==> src/rtl/score_meter.sv <==
// BCD score meter: scaled speed accumulation, milestone flash, session high score.
// Define SCORE_METER_HISCORE_EN to build the high-score register and new_high strobe.
module score_meter #(
    parameter int DIGITS               = 5,
    parameter int SPEED_W              = 15,
    parameter int COEFFICIENT          = 40960,
    parameter int ACHIEVEMENT_DISTANCE = 100,
    parameter int FLASH_DURATION       = 15,
    parameter int FLASH_ITERATIONS     = 3
) (
    input  logic                  clk,
    input  logic                  rst_n,
    input  logic                  update,
    input  logic                  restart,
    input  logic [SPEED_W-1:0]    speed,
    output logic [4*DIGITS-1:0]   digits,
    output logic [4*DIGITS-1:0]   hi_digits,
    output logic                  paint,
    output logic                  milestone,
    output logic                  new_high
);

    localparam int ACC_W  = $clog2(COEFFICIENT);
    localparam int SUM_W  = ACC_W + 1;
    localparam int MS_W   = $clog2(ACHIEVEMENT_DISTANCE + 1);
    localparam int TMR_W  = $clog2(FLASH_DURATION + 1);
    localparam int ITER_W = $clog2(FLASH_ITERATIONS + 1);
    localparam int BCD_W  = 4 * DIGITS;

    if (COEFFICIENT <= (2 ** SPEED_W) - 1) begin : g_bad_coefficient
        $error("score_meter: COEFFICIENT must exceed the largest speed value");
    end
    if ((DIGITS < 1) || (DIGITS > 8)) begin : g_bad_digits
        $error("score_meter: DIGITS must be within 1..8");
    end

    typedef enum logic [1:0] {
        ST_IDLE      = 2'd0,
        ST_FLASH_OFF = 2'd1,
        ST_FLASH_ON  = 2'd2
    } state_t;

    function automatic logic [BCD_W-1:0] bcd_inc(input logic [BCD_W-1:0] v);
        logic [BCD_W-1:0] r;
        logic             carry;
        r     = v;
        carry = 1'b1;
        for (int i = 0; i < DIGITS; i++) begin
            if (carry) begin
                if (r[4*i +: 4] == 4'd9) begin
                    r[4*i +: 4] = 4'd0;
                end else begin
                    r[4*i +: 4] = r[4*i +: 4] + 4'd1;
                    carry       = 1'b0;
                end
            end else begin
                carry = 1'b0;
            end
        end
        return r;
    endfunction

    function automatic logic bcd_all9(input logic [BCD_W-1:0] v);
        logic r;
        r = 1'b1;
        for (int i = 0; i < DIGITS; i++) begin
            if (v[4*i +: 4] != 4'd9) begin
                r = 1'b0;
            end else begin
                r = r;
            end
        end
        return r;
    endfunction

    // Most significant differing digit decides the comparison
    function automatic logic bcd_gt(input logic [BCD_W-1:0] a, input logic [BCD_W-1:0] b);
        logic gt;
        logic decided;
        gt      = 1'b0;
        decided = 1'b0;
        for (int i = DIGITS - 1; i >= 0; i--) begin
            if (!decided && (a[4*i +: 4] != b[4*i +: 4])) begin
                gt      = (a[4*i +: 4] > b[4*i +: 4]);
                decided = 1'b1;
            end else begin
                decided = decided;
            end
        end
        return gt;
    endfunction

    logic [ACC_W-1:0]  acc_q, acc_d;
    logic [BCD_W-1:0]  score_q, score_d;
    logic [BCD_W-1:0]  latch_q, latch_d;
    logic [MS_W-1:0]   ms_q, ms_d;
    logic [TMR_W-1:0]  tmr_q, tmr_d;
    logic [ITER_W-1:0] iter_q, iter_d;
    state_t            state_q, state_d;
    logic [BCD_W-1:0]  digits_q, digits_d;
    logic              paint_q, paint_d;
    logic              milestone_q, milestone_d;
    logic [SUM_W-1:0]  sum_s;

`ifdef SCORE_METER_HISCORE_EN
    logic [BCD_W-1:0]  hi_q, hi_d;
    logic              new_high_q, new_high_d;
`endif

    assign sum_s = SUM_W'(acc_q) + SUM_W'(speed);

    // Next-state logic: restart > stopped > update
    always_comb begin
        acc_d       = acc_q;
        score_d     = score_q;
        latch_d     = latch_q;
        ms_d        = ms_q;
        tmr_d       = tmr_q;
        iter_d      = iter_q;
        state_d     = state_q;
        milestone_d = 1'b0;
`ifdef SCORE_METER_HISCORE_EN
        hi_d        = hi_q;
        new_high_d  = 1'b0;
`endif
        if (restart) begin
            acc_d   = {ACC_W{1'b0}};
            score_d = {BCD_W{1'b0}};
            latch_d = {BCD_W{1'b0}};
            ms_d    = {MS_W{1'b0}};
            tmr_d   = {TMR_W{1'b0}};
            iter_d  = {ITER_W{1'b0}};
            state_d = ST_IDLE;
        end else if (speed == {SPEED_W{1'b0}}) begin
`ifdef SCORE_METER_HISCORE_EN
            if (bcd_gt(score_q, hi_q)) begin
                hi_d       = score_q;
                new_high_d = 1'b1;
            end else begin
                hi_d       = hi_q;
            end
`endif
            tmr_d   = {TMR_W{1'b0}};
            iter_d  = {ITER_W{1'b0}};
            state_d = ST_IDLE;
        end else if (update) begin
            case (state_q)
                ST_IDLE: begin
                    state_d = ST_IDLE;
                end
                ST_FLASH_OFF: begin
                    if (tmr_q == TMR_W'(FLASH_DURATION - 1)) begin
                        tmr_d   = {TMR_W{1'b0}};
                        state_d = ST_FLASH_ON;
                    end else begin
                        tmr_d   = tmr_q + TMR_W'(1);
                    end
                end
                ST_FLASH_ON: begin
                    if (tmr_q == TMR_W'(FLASH_DURATION - 1)) begin
                        tmr_d = {TMR_W{1'b0}};
                        if (iter_q == ITER_W'(FLASH_ITERATIONS - 1)) begin
                            iter_d  = {ITER_W{1'b0}};
                            state_d = ST_IDLE;
                        end else begin
                            iter_d  = iter_q + ITER_W'(1);
                            state_d = ST_FLASH_OFF;
                        end
                    end else begin
                        tmr_d = tmr_q + TMR_W'(1);
                    end
                end
                default: begin
                    tmr_d   = {TMR_W{1'b0}};
                    iter_d  = {ITER_W{1'b0}};
                    state_d = ST_IDLE;
                end
            endcase

            // A wrap of the accumulator earns one unit, unless the score is saturated
            if (sum_s < SUM_W'(COEFFICIENT)) begin
                acc_d = ACC_W'(sum_s);
            end else begin
                acc_d = ACC_W'(sum_s - SUM_W'(COEFFICIENT));
                if (!bcd_all9(score_q)) begin
                    score_d = bcd_inc(score_q);
                    if (ms_q == MS_W'(ACHIEVEMENT_DISTANCE - 1)) begin
                        ms_d        = {MS_W{1'b0}};
                        milestone_d = 1'b1;
                        latch_d     = bcd_inc(score_q);
                        tmr_d       = {TMR_W{1'b0}};
                        iter_d      = {ITER_W{1'b0}};
                        state_d     = ST_FLASH_OFF;
                    end else begin
                        ms_d = ms_q + MS_W'(1);
                    end
                end else begin
                    score_d = score_q;
                end
            end
        end else begin
            state_d = state_q;
        end

        digits_d = (state_d == ST_IDLE) ? score_d : latch_d;
        paint_d  = (state_d != ST_FLASH_OFF);
    end

    // State and registered outputs
    always_ff @(posedge clk or negedge rst_n) begin
        if (!rst_n) begin
            acc_q       <= {ACC_W{1'b0}};
            score_q     <= {BCD_W{1'b0}};
            latch_q     <= {BCD_W{1'b0}};
            ms_q        <= {MS_W{1'b0}};
            tmr_q       <= {TMR_W{1'b0}};
            iter_q      <= {ITER_W{1'b0}};
            state_q     <= ST_IDLE;
            digits_q    <= {BCD_W{1'b0}};
            paint_q     <= 1'b1;
            milestone_q <= 1'b0;
        end else begin
            acc_q       <= acc_d;
            score_q     <= score_d;
            latch_q     <= latch_d;
            ms_q        <= ms_d;
            tmr_q       <= tmr_d;
            iter_q      <= iter_d;
            state_q     <= state_d;
            digits_q    <= digits_d;
            paint_q     <= paint_d;
            milestone_q <= milestone_d;
        end
    end

`ifdef SCORE_METER_HISCORE_EN
    // High-score storage and its replacement strobe
    always_ff @(posedge clk or negedge rst_n) begin
        if (!rst_n) begin
            hi_q       <= {BCD_W{1'b0}};
            new_high_q <= 1'b0;
        end else begin
            hi_q       <= hi_d;
            new_high_q <= new_high_d;
        end
    end

    assign hi_digits = hi_q;
    assign new_high  = new_high_q;
`else
    assign hi_digits = {BCD_W{1'b0}};
    assign new_high  = 1'b0;
`endif

    assign digits    = digits_q;
    assign paint     = paint_q;
    assign milestone = milestone_q;

endmodule

==> config.mk <==
export PLATFORM = sky130hd
export DESIGN_NAME = score_meter
export DESIGN_NICKNAME = d
export VERILOG_FILES = /design/src/rtl/score_meter.sv
export SDC_FILE = /design/constraint.sdc
export NUM_CORES = 1
export LEC_CHECK = 0
export ABC_AREA = 0
export CORE_ASPECT_RATIO = 0.6
export CORE_MARGIN = 2
export CORE_UTILIZATION = 28
export DETAILED_ROUTE_END_ITERATION = 8
export SLEW_MARGIN = 20
export SYNTH_ARGS = -nofsm -noshare
export SYNTH_HDL_FRONTEND = slang
export SYNTH_SLANG_ARGS = --single-unit
export TNS_END_PERCENT = 100
==> constraint.sdc <==
create_clock -name clk -period 4.4 [get_ports clk]
set_input_delay 0.66 -clock clk [delete_from_list [all_inputs] [get_ports clk]]
set_output_delay 0.66 -clock clk [all_outputs]
set_load 0.05 [all_outputs]
==> reports/summary.md, run 1 <==
The power density over cell area came out at 344 nW/um^2. Detailed routing inserted a total of 4737 vias. For the total detailed-routing wirelength, the log shows 15.5 mm.

The worst setup path is of the input pin to flip-flop kind. The critical-path maximum fanout works out to 6. After filler insertion, the fill cell instance count of the layout stands at 1994.

The remaining antenna violation count was 0. The starting density of the core is 28.7%, and the ratio of final minimum period to clock period is 97.5%. Setup violations remaining at the end of the flow were counted as 0.

The logs give 20100 sq um for the floorplan core area and 10.5 mm for the post-DP HPWL. The tools report the netlist area before placement as 5750 sq um. In this run the count of I/O pins placed on the die edge is 62. The floorplan row count was 40.

TritonCTS built the clock tree. The clock-pin slew of the registers on the worst-case setup and hold paths is 70 ps, and the data arrival time of the critical path is 4520 ps. For the warning count from the yosys run, the log shows 0.

The final layout contains 754 nets. The via count of the first global-routing pass is 4576, and the worst-case clock skew is 9.10 ps. The logs give 0 for the final-report hold violation count and 590 for the number of instances in the synthesized netlist.

Number of H-tree branching levels: 3. The die outline width is 189 microns, and the proportion of synthesized flip-flops having asynchronous set or reset is 100%. In this run the tool buffered the top-level ports with 40 buffer cells.

The tools report the nature of the critical path endpoint as a flip-flop. The number of violations of the max-capacitance limit was 0; the number of library cell types mapped by synthesis was 69. Counting the buffers created by CTS gives 9.

After global routing the overflow that remains totals 0. For the number of buffers on the longest clock path, the log shows 2. The tools report the number of antenna violations at the first check in global routing as 0. The flow ran to the end, and the final reports show no timing, DRC or antenna violations. Clock tree synthesis selected as its root buffer the cell clkbuf_16.

The run gives 0 as the number of hold buffers added after cts. Average via count per standard cell: 4.84. The pin count of the biggest net entering global routing was 70; the required time of the critical path was 4630 ps. The library cell used most frequently in the layout, excluding fill and tap cells, is dfrtp_1. The minimum clock period is 4290 ps.

The worst-case hold slack was 444 ps; the largest vdd supply drop was 0.000213 V. Cells fill 37.7% of the core in the end. Achievable clock frequency: 233 MHz.

The tools report the number of DRC markers after the initial detailed-route iteration as 263. In this run the static leakage power is 0.00342 uW. In the layout the commonest cells are dfrtp_1 (92), buf_4 (77), nand2_1 (47). The synthesized design contains 93 register bits.

Wire length of the first global-routing pass: 25.0 mm. Number of remaining DRC errors: 0. At the end of routability-driven placement, the weighted congestion stood at 0.814. The routed length per instance is 15.8 microns. In this run the vertical extent of the chip is 115 microns.

Among all flip-flop cells after synthesis, the most frequent one is dfrtp_1. CTS saw 93 sinks. The first detailed-routing pass ran for 4 iterations. Yosys mapped a number of flops with a built-in enable equal to 0. The remaining max-slew budget at the tightest pin is 39.0%, and the mean area per synthesized cell is 9.75 sq um. The worst setup path is launched from an input pin. In this run the worst hold path is classified as input pin to async pin. The transition time of the tightest slew-check pin is 915 ps, and the total inserted antenna cells is 0. From synthesis to final layout, the design area changed by 31.4%. In the final layout, the share of cells above drive strength 1 is 24.6%.

For this run, the register share of the synthesized area comes to 40.5%. The number of max-slew violations in the final report is 0, and the die area is 21700 sq um. The later pin in the worst-skew pair is clocked with a latency of 350 ps. In the global route stage, overall resource usage came out at 14.6%.
## synth_stat cells, types with 6 or more instances
cell | n | area, sq um
and3_1 | 9 | 56.3
a21o_1 | 9 | 67.6
xor2_1 | 8 | 70.1
nand3_1 | 17 | 85.1
inv_1 | 21 | 78.8
buf_6 | 6 | 67.6
a211oi_1 | 7 | 52.6
nand4_1 | 6 | 37.5
nand2_1 | 48 | 180
a22o_1 | 11 | 96.3
mux2i_1 | 7 | 70.1
and2_1 | 7 | 43.8
clkbuf_1 | 12 | 45.0
mux2_1 | 15 | 169
buf_4 | 23 | 173
nand2b_1 | 6 | 37.5
a211oi_2 | 11 | 138
nor2_1 | 44 | 165
o31ai_1 | 6 | 45.0
nor3_1 | 17 | 85.1
mux2_2 | 8 | 90.1
xnor2_1 | 10 | 87.6
o21ai_0 | 27 | 135
dfrtp_1 | 92 | 2300
a21oi_1 | 45 | 225
ha_1 | 33 | 413
## metal layers
| metal | wire (microns) | global-route usage [%] | vias to the layer above |
|---|---|---|---|
| li1 | - | - | 2320 |
| met1 | 8240 | 23.2 | 2287 |
| met2 | 6260 | 19.9 | 117 |
| met3 | 816 | 2.87 | 13 |
| met4 | 152 | 3.07 | 0 |
| met5 | 0 | 0 | - |
## cell type report
cell class,instances,area [sq um],area share [%]
Timing Repair Buffer,126,1130,15.0
Tap cell,273,342,4.52
Multi-Input combinational cell,450,3370,44.5
Clock inverter,6,75.1,0.993
Clock buffer,10,239,3.16
Sequential cell,93,2330,30.8
Inverter,21,78.8,1.04
## report_power, final
group,internal [uW],leakage (uW),switching [uW]
logic,372,0.00199,449
clock network,467,0.000152,371
registers,901,0.00128,40.3
## critical path, cell delays in order
cell             delay, ps
clkdlybuf4s50_1        530
ha_4                   230
a21oi_1                140
o21ai_1                100
or2_4                  250
a41o_1                 230
a31oi_1                200
xor2_1                 100
buf_4                  160
ha_4                   180
a2111oi_4              350
mux2i_4                160
buf_6                  150
a211oi_4               290
buf_6                  170
nor2_1                  60
a22o_1                 260
mux2_1                 300
## through the flow
| step | total power, uW | area, sq um | cells | setup WS [ps] | setup TNS (ps) |
|---|---|---|---|---|---|
| after floorplan | 1390 | 5830 | 610 | 77.9 | 0 |
| after global routing | 2740 | 7560 | 979 | -52.9 | -352 |
| after CTS | 2530 | 7350 | 971 | 34.6 | 0 |
| after global placement | 1620 | 6760 | 941 | -651 | -32860 |
| final | 2600 | 7560 | 979 | 108 | 0 |
| after detailed placement | 1630 | 6760 | 941 | -750 | -40400 |
## sequential cells by signal (all words and copies together) (netlist names), 2 cells and up
| signal | cells |
|---|---|
| acc_q | 16 |
| digits | 20 |
| latch_q | 20 |
| tmr_q | 4 |
| state_q | 2 |
| iter_q | 2 |
| score_q | 20 |
| ms_q | 7 |
## final timing paths
path / from / endpoint / slack (ps) / depth (start not counted)
worst max-delay path: speed[7] / digits[1] / 110 / 18
worst min-delay path: rst_n / iter_q[0] / 440 / 1
worst max register to register: acc_q[1] / digits[1] / 120 / 16
worst min register to register: acc_q[8] / acc_q[8] / 490 / 2
max in group asynchronous: rst_n / tmr_q[1] / 3030 / 2
min in group clk: acc_q[8] / acc_q[8] / 490 / 2
## what timing repair did
action                                  4_1_cts  5_1_grt
setup buffers                                12        8
resized for setup                            30       36
endpoints found under the setup margin       67       31
pin swaps                                    23       22
cloned                                        3        0
## cells by family (layout without fill, tap and decap cells)
logic type | count (synthesis) | count (layout) | synth area share [%]
buffers and inverters | 67 | 163 | 6.72
XOR/XNOR | 18 | 18 | 2.74
flip-flops | 93 | 93 | 40.5
multiplexers | 31 | 31 | 5.96
adder cells (fa/ha/maj) | 34 | 34 | 7.53
other | 1 | 21 | 0.0652
AO/OA/AOI/OAI | 158 | 158 | 20.0
AND/OR/NAND/NOR | 188 | 188 | 16.5
Note: power is estimated with default switching activity, not from simulation.
==> run 2, diff against run 1 <==
- ABC_AREA: 0 -> not set
- SETUP_SLACK_MARGIN: not set -> 0.5
==> run 2 against run 1 <==
  * First-iteration DRC count is 20% higher
  * Clock skew is 2.2 ps higher
  * Hold slack worse by 44 ps
==> reports/summary.md, run 2 (synthesized netlist as in run 1, its figures left out) <==
The run finished with clean final reports. Nature of the critical path endpoint: a flip-flop (unchanged). The number of buffers created by CTS was 9 (unchanged).

The run gives 4630 ps (about the same) as the required time of the critical path. The count of port buffers added during placement is 40 (unchanged). The total detailed-routing wirelength was 15.1 mm (was 15.5 mm). The I/O pin count came out at 62 (unchanged). The tools report the core occupancy in the finished layout as 39.2% (was 37.7%).

The minimum clock period came out at 4120 ps (was 4290 ps). The classification of the worst-slack hold path was input pin to async pin (unchanged). The total inserted antenna cells is 0 (unchanged).

The total global routing overflow was 0 (unchanged); the share of cells above drive strength 1 was 30.0% (was 24.6%). The via count of the first global-routing pass is 4436 (was 4576). The number of max-slew violations in the final report is 0 (unchanged). The tools report the die area as 21700 sq um (unchanged).

The worst-case clock skew is 11.3 ps (was 9.10 ps). Routed length per instance: 15.1 microns (was 15.8 microns). The clock latency on the worst-skew pair came out at 350 ps (about the same).

For the final layout net count, the log shows 769 (was 754). The average via count per standard cell is 4.77 (was 4.84). The power density over cell area was 335 nW/um^2 (was 344 nW/um^2); the clock-pin slew of the registers on the worst-case setup and hold paths was 70 ps (about the same). The setup total negative slack came out at 0 ps (unchanged). The number of H-tree branching levels was 3 (unchanged); the floorplan row count was 40 (unchanged). The tools report the final weighted congestion of routability-driven global placement as 0.850 (was 0.814).

The final-report hold violation count was 0 (unchanged); the sequential standard cell area was 2330 sq um (unchanged). The remaining max-slew budget at the tightest pin came out at 42.4% (was 39.0%). The post-synthesis to final-layout area growth works out to 36.7% (was 31.4%).

The floorplan core area came out at 20100 sq um (unchanged). The starting density of the core came out at 28.7% (unchanged). Commonest non-fill, non-tap cell in the layout: dfrtp_1 (unchanged). The number of DRC markers after the initial detailed-route iteration came out at 316 (was 263). The tools report the kind of start point of the critical path as a flip-flop (was an input pin). The transition time of the tightest slew-check pin came out at 864 ps (was 915 ps). For the global routing usage summed across all routing layers, the log shows 14.3% (was 14.6%). The height of the chip was 115 microns (unchanged); the multi-input logic area was 3530 sq um (was 3370 sq um). The tools report the library cell used as clock root buffer as clkbuf_16 (unchanged). The tools report the achievable clock frequency as 243 MHz (was 233 MHz). The wire length of the first global-routing pass came out at 24.6 mm (was 25.0 mm).

Setup repair after global routing could not meet its margin everywhere. The leakage power came out at 0.00356 uW (was 0.00342 uW). Most frequent cells in the layout: dfrtp_1 (92), buf_4 (82), nand2_1 (47) (was dfrtp_1 (92), buf_4 (77), nand2_1 (47)). For the data arrival time of the critical path, the log shows 4360 ps (was 4520 ps). Number of antenna violations at the first check in global routing: 0 (unchanged). The die outline width was 189 microns (unchanged); the number of remaining DRC errors was 0 (unchanged). The type of the worst setup path is flip-flop to flip-flop (was input pin to flip-flop).

For the post-DP HPWL, the log shows 10.4 mm (was 10.5 mm). TritonCTS built the clock tree. The number of buffers on the longest clock path was 2 (unchanged); the filler cell count was 1923 (was 1994). The count of vias placed by the detailed router was 4744 (was 4737); the worst-case hold slack was 400 ps (was 444 ps).

The remaining antenna violation count was 0 (unchanged). For the total setup violations reported at the end of the flow, the log shows 0 (unchanged). The ratio of final minimum period to clock period is 93.7% (was 97.5%), and the total clock sinks is 93 (unchanged). The logs give 65 (was 70) for the pin count of the biggest net entering global routing and 0 (unchanged) for the number of hold buffers added after cts. The largest vdd supply drop is 0.000156 V (was 0.000213 V), and the critical-path maximum fanout is 6 (unchanged). For the number of violations of the max-capacitance limit, the log shows 0 (unchanged). The number of optimization iterations in the first detailed-route pass was 5 (was 4).
==> run 2: cell count changes in the layout (fill, tap and decap cells not counted), sizes merged <==
| cell | previous run | this run |
|---|---|---|
| clkbuf | 13 | 12 |
| clkinv | 0 | 2 |
| clkdlybuf4s50 | 31 | 29 |
| clkinvlp | 1 | 0 |
| dlygate4sd2 | 1 | 4 |
| buf | 88 | 104 |
| dlymetal6s2s | 2 | 0 |
==> run 2: what timing repair did <==
action | 4_1_cts | 5_1_grt
endpoints found under the setup margin | 77 | 75
endpoints found under the hold margin | 0 | 0
pin swaps | 36 | 25
buffers inserted | 22 | 11
cloned | 2 | 1
resized for setup | 61 | 36
==> run 2: final cells by class <==
type,instances,area share (%)
Clock buffer,9,2.86
Clock inverter,7,1.11
Inverter,21,1.00
Multi-Input combinational cell,450,44.9
Sequential cell,93,29.6
Tap cell,273,4.34
Timing Repair Buffer,141,16.2
==> run 2: worst max-delay path, stage by stage (launching register included) <==
cell and delay (ps):
dfrtp_1 420, ha_4 180, buf_4 130, a211o_1 280
a211o_1 360, a31oi_4 170, o21ai_2 90, or4_1 400
and4_4 170, ha_4 180, a2111oi_4 280, mux2i_4 160
buf_4 170, a21oi_4 150, o21ai_2 100, a21oi_4 200
buf_6 190, mux2_2 370
==> run 2: stage by stage <==
| stage | setup WS, ps | area [sq um] | cells | power [uW] |
|---|---|---|---|---|
| floorplan | 376 | 5970 | 610 | 1430 |
| global placement | -429 | 6910 | 942 | 1670 |
| detailed placement | -458 | 6910 | 942 | 1670 |
| CTS | 289 | 7610 | 982 | 2600 |
| global route | 140 | 7870 | 994 | 2770 |
| finish | 277 | 7870 | 994 | 2630 |
==> run 2: metal layers <==
metal | routed length, microns | vias to the layer above | GRT usage, %
met1 | 8340 | 2295 | 23.3
met2 | 5970 | 84 | 18.7
met5 | 0 | - | 0
met3 | 627 | 11 | 2.90
met4 | 108 | 0 | 2.66
li1 | - | 2354 | -
==> run 2: final timing paths <==
kind / from / to / slack [ps] / cells after the start
max reg2reg: acc_q[0] / digits[11] / 280 / 17
min: rst_n / acc_q[1] / 400 / 1
min reg2reg: acc_q[11] / acc_q[11] / 490 / 2
max: acc_q[0] / digits[11] / 280 / 17
min in group clk: acc_q[11] / acc_q[11] / 490 / 2
max in group asynchronous: rst_n / paint / 3050 / 2
==> run 2: report_power, final <==
group / leakage, uW / total, uW / internal [uW] / switching (uW)
clock: 0.000154 / 832 / 455 / 377
sequential: 0.00128 / 942 / 901 / 41.0
combinational: 0.00212 / 859 / 405 / 454
total: 0.00356 / 2630 / 1760 / 872
==> run 3, diff against run 2 <==
- clock period: 4.4 -> 4.8 ns (I/O delays scaled with it)
==> run 3 against run 2 <==
  * Final cell count fell by 4.2%
  * Hold slack better by 47 ps
  * Critical endpoint is now digits[14]
  * Largest power group unchanged
  * Highest routed layer is now met5
  * Largest cell class unchanged
  * Count of clock-buffer cells in the layout unchanged
==> reports/summary.md, run 3 (synthesized netlist as in run 1, its figures left out) <==
The average via count per standard cell is 4.81 (was 4.77), and the data arrival time of the critical path is 4480 ps (was 4360 ps). Number of DRC markers after the initial detailed-route iteration: 242 (was 316). Commonest non-fill, non-tap cell in the layout: dfrtp_1 (unchanged). Setup repair after global routing could not meet its margin everywhere. The tools report the number of remaining DRC errors as 0 (unchanged). Most frequent cells in the layout: dfrtp_1 (91), buf_4 (51), nand2_1 (48) (was dfrtp_1 (92), buf_4 (82), nand2_1 (47)).

Starting density of the core: 28.7% (unchanged). The floorplan row count is 40 (unchanged). The run gives 0 (unchanged) as the number of max-slew violations in the final report.

The run gives 2 (unchanged) as the number of buffers on the longest clock path. The worst-case hold slack is 447 ps (was 400 ps), and the routed length on met1 is 7.80 mm (was 8.34 mm). The required time of the critical path was 5030 ps (was 4630 ps). For the leakage power, the log shows 0.00325 uW (was 0.00356 uW). The remaining max-slew budget at the tightest pin was 26.9% (was 42.4%). For the total inserted antenna cells, the log shows 0 (unchanged). The classification of the worst-slack hold path was input pin to async pin (unchanged). Top routing layer in use: met5 (was met4). The run gives 5.68 mm (was 5.97 mm) as the detailed-routed wire length on met2.

The die area was 21700 sq um (unchanged); the minimum clock period was 4250 ps. The master of the slowest instance on the critical path is or4_1 (was dfrtp_1). The post-synthesis to final-layout area growth was 27.3% (was 36.7%).

The run finished with clean final reports. The count of vias placed by the detailed router was 4575 (was 4744); the final layout net count was 727 (was 769). Critical Path, Cell by Cell: buf_8 > ha_4 > a211o_1 > a211o_1 > a31oi_4 > o21ai_2 > or4_1 > and4_4 > ha_4 > a2111oi_4 > mux2i_4 > a211oi_4 > buf_6 > buf_16 > mux2i_1 > nor2_1 > mux2_4 (was ha_4 > buf_4 > a211o_1 > a211o_1 > a31oi_4 > o21ai_2 > or4_1 > and4_4 > ha_4 > a2111oi_4 > mux2i_4 > buf_4 > a21oi_4 > o21ai_2 > a21oi_4 > buf_6 > mux2_2). The total setup violations reported at the end of the flow was 0 (unchanged).

The die outline width is 189 microns (unchanged), and the final-report hold violation count is 0 (unchanged). The filler cell count came out at 1981 (was 1923). The startpoint of the worst register-to-register path was acc_q[0] (unchanged). Total global routing overflow: 0 (unchanged). The run gives 4354 (was 4436) as the via count of the first global-routing pass.

The total clock sinks was 93 (unchanged); the transition time of the tightest slew-check pin was 1090 ps (was 864 ps). Nature of the critical path endpoint: a flip-flop (unchanged). The number of optimization iterations in the first detailed-route pass is 5 (unchanged). Type of the worst setup path: input pin to flip-flop (was flip-flop to flip-flop). The tools report the area after detailed placement as 6650 sq um (was 6910 sq um). Total detailed-routing wirelength: 14.3 mm (was 15.1 mm). The tools report the post-layout instance area as 7320 sq um (was 7870 sq um).

After layout, the worst path uses 88.5% of the clock period. The count of port buffers added during placement is 40 (unchanged), and the I/O pin count is 62 (unchanged). The slack of the worst reg-to-reg path was 580 ps (was 280 ps). Worst-case clock skew: 7.95 ps (was 11.3 ps). Capture point of the worst reg-to-reg path: digits[14] (was digits[11]). For the global routing usage summed across all routing layers, the log shows 13.6% (was 14.3%).

The tools report the number of buffers created by CTS as 9 (unchanged). The largest vdd supply drop was 0.000189 V (was 0.000156 V); the stage delay of the slowest cell on the critical path was 400 ps (was 420 ps). The critical-path maximum fanout was 6 (unchanged). The kind of start point of the critical path was an input pin (was a flip-flop). The clock latency on the worst-skew pair is 350 ps (about the same).

The tools report the number of antenna violations at the first check in global routing as 1 (was 0). The run gives 2280 uW (was 2630 uW) as the total design power. The final weighted congestion of routability-driven global placement came out at 0.820 (was 0.850). The tools report the number of H-tree branching levels as 3 (unchanged). The share of cells above drive strength 1 is 21.2% (was 30.0%). Library cell used as clock root buffer: clkbuf_16 (unchanged). The logs give 9.91 mm (was 10.4 mm) for the post-DP HPWL and 0 (unchanged) for the remaining antenna violation count.

For the wire length of the first global-routing pass, the log shows 23.6 mm (was 24.6 mm). The clock-pin slew of the registers on the worst-case setup and hold paths is 70 ps (about the same), and the achievable clock frequency is 235 MHz. The cell depth of the worst flop-to-flop path came out at 17 (unchanged).

Pin count of the biggest net entering global routing: 57 (was 65). Number of violations of the max-capacitance limit: 0 (unchanged). Routed length per instance: 15.0 microns (was 15.1 microns). The power density over cell area was 312 nW/um^2 (was 335 nW/um^2).

The met3 wire length was 649 microns (was 627 microns); the height of the chip was 115 microns (unchanged). The run gives 20100 sq um (unchanged) as the floorplan core area. TritonCTS built the clock tree.
## run 3: cell types whose count changed in the layout (fill, tap and decap cells not counted), sizes merged
cell,before,now
clkbuf,12,9
inv,25,24
clkdlybuf4s50,29,30
clkinvlp,0,3
buf,104,63
clkdlybuf4s15,1,2
clkinv,2,0
## run 3: report_power, final
part | switching [uW] | internal [uW]
Sequential | 37.0 | 827
Combinational | 381 | 293
Clock | 332 | 411
## run 3: through the flow
step / std cells / utilization [%] / worst slack (ps) / setup TNS (ps)
floorplan: 610 / - / 507 / 0
global placement: 923 / 33.1 / -167 / -3150
detailed placement: 923 / 33.1 / -192 / -3510
CTS: 947 / 35.9 / 504 / 0
global route: 952 / 36.5 / 416 / 0
finish: 952 / 36.5 / 552 / 0
## run 3: what timing repair did
| action | CTS | global route |
|---|---|---|
| cloned | 2 | 0 |
| hold buffers | 0 | 0 |
| gates resized for setup | 49 | 14 |
| endpoints found under the hold margin | 0 | 0 |
| setup endpoints to repair | 65 | 51 |
| pin swaps | 21 | 14 |
| setup buffers | 6 | 5 |
## run 3: critical path, delay by kind of cell
family | cells | cell delay, ps
compound gates | 6 | 1680
fa+ha+maj | 2 | 400
buf+inv | 3 | 370
mux | 3 | 650
simple gates | 3 | 660
## run 3: layout make-up
| class | instances | area, sq um | area share (%) |
|---|---|---|---|
| Multi-Input combinational cell | 450 | 3360 | 45.8 |
| Sequential cell | 93 | 2330 | 31.8 |
| Timing Repair Buffer | 99 | 908 | 12.4 |
| Tap cell | 273 | 342 | 4.67 |
| Clock buffer | 9 | 225 | 3.08 |
| Clock inverter | 7 | 81.3 | 1.11 |
| Inverter | 21 | 78.8 | 1.08 |
## run 3: routing by layer
layer | global-route usage, % | up-vias
li1 | - | 2263
met1 | 21.5 | 2211
met2 | 18.3 | 88
met3 | 3.24 | 11
met4 | 2.97 | 2
met5 | 0 | -
## run 3: how the worst max path moves through the flow
stage,cells after the start,slack [ps],start,to
floorplan,15,510,speed[1],digits[0]
global placement,16,-170,speed[1],digits[13]
finish,17,550,speed[1],digits[14]
CTS,16,500,speed[9],digits[14]
global route,17,420,speed[1],digits[14]
detailed placement,16,-190,speed[1],digits[19]
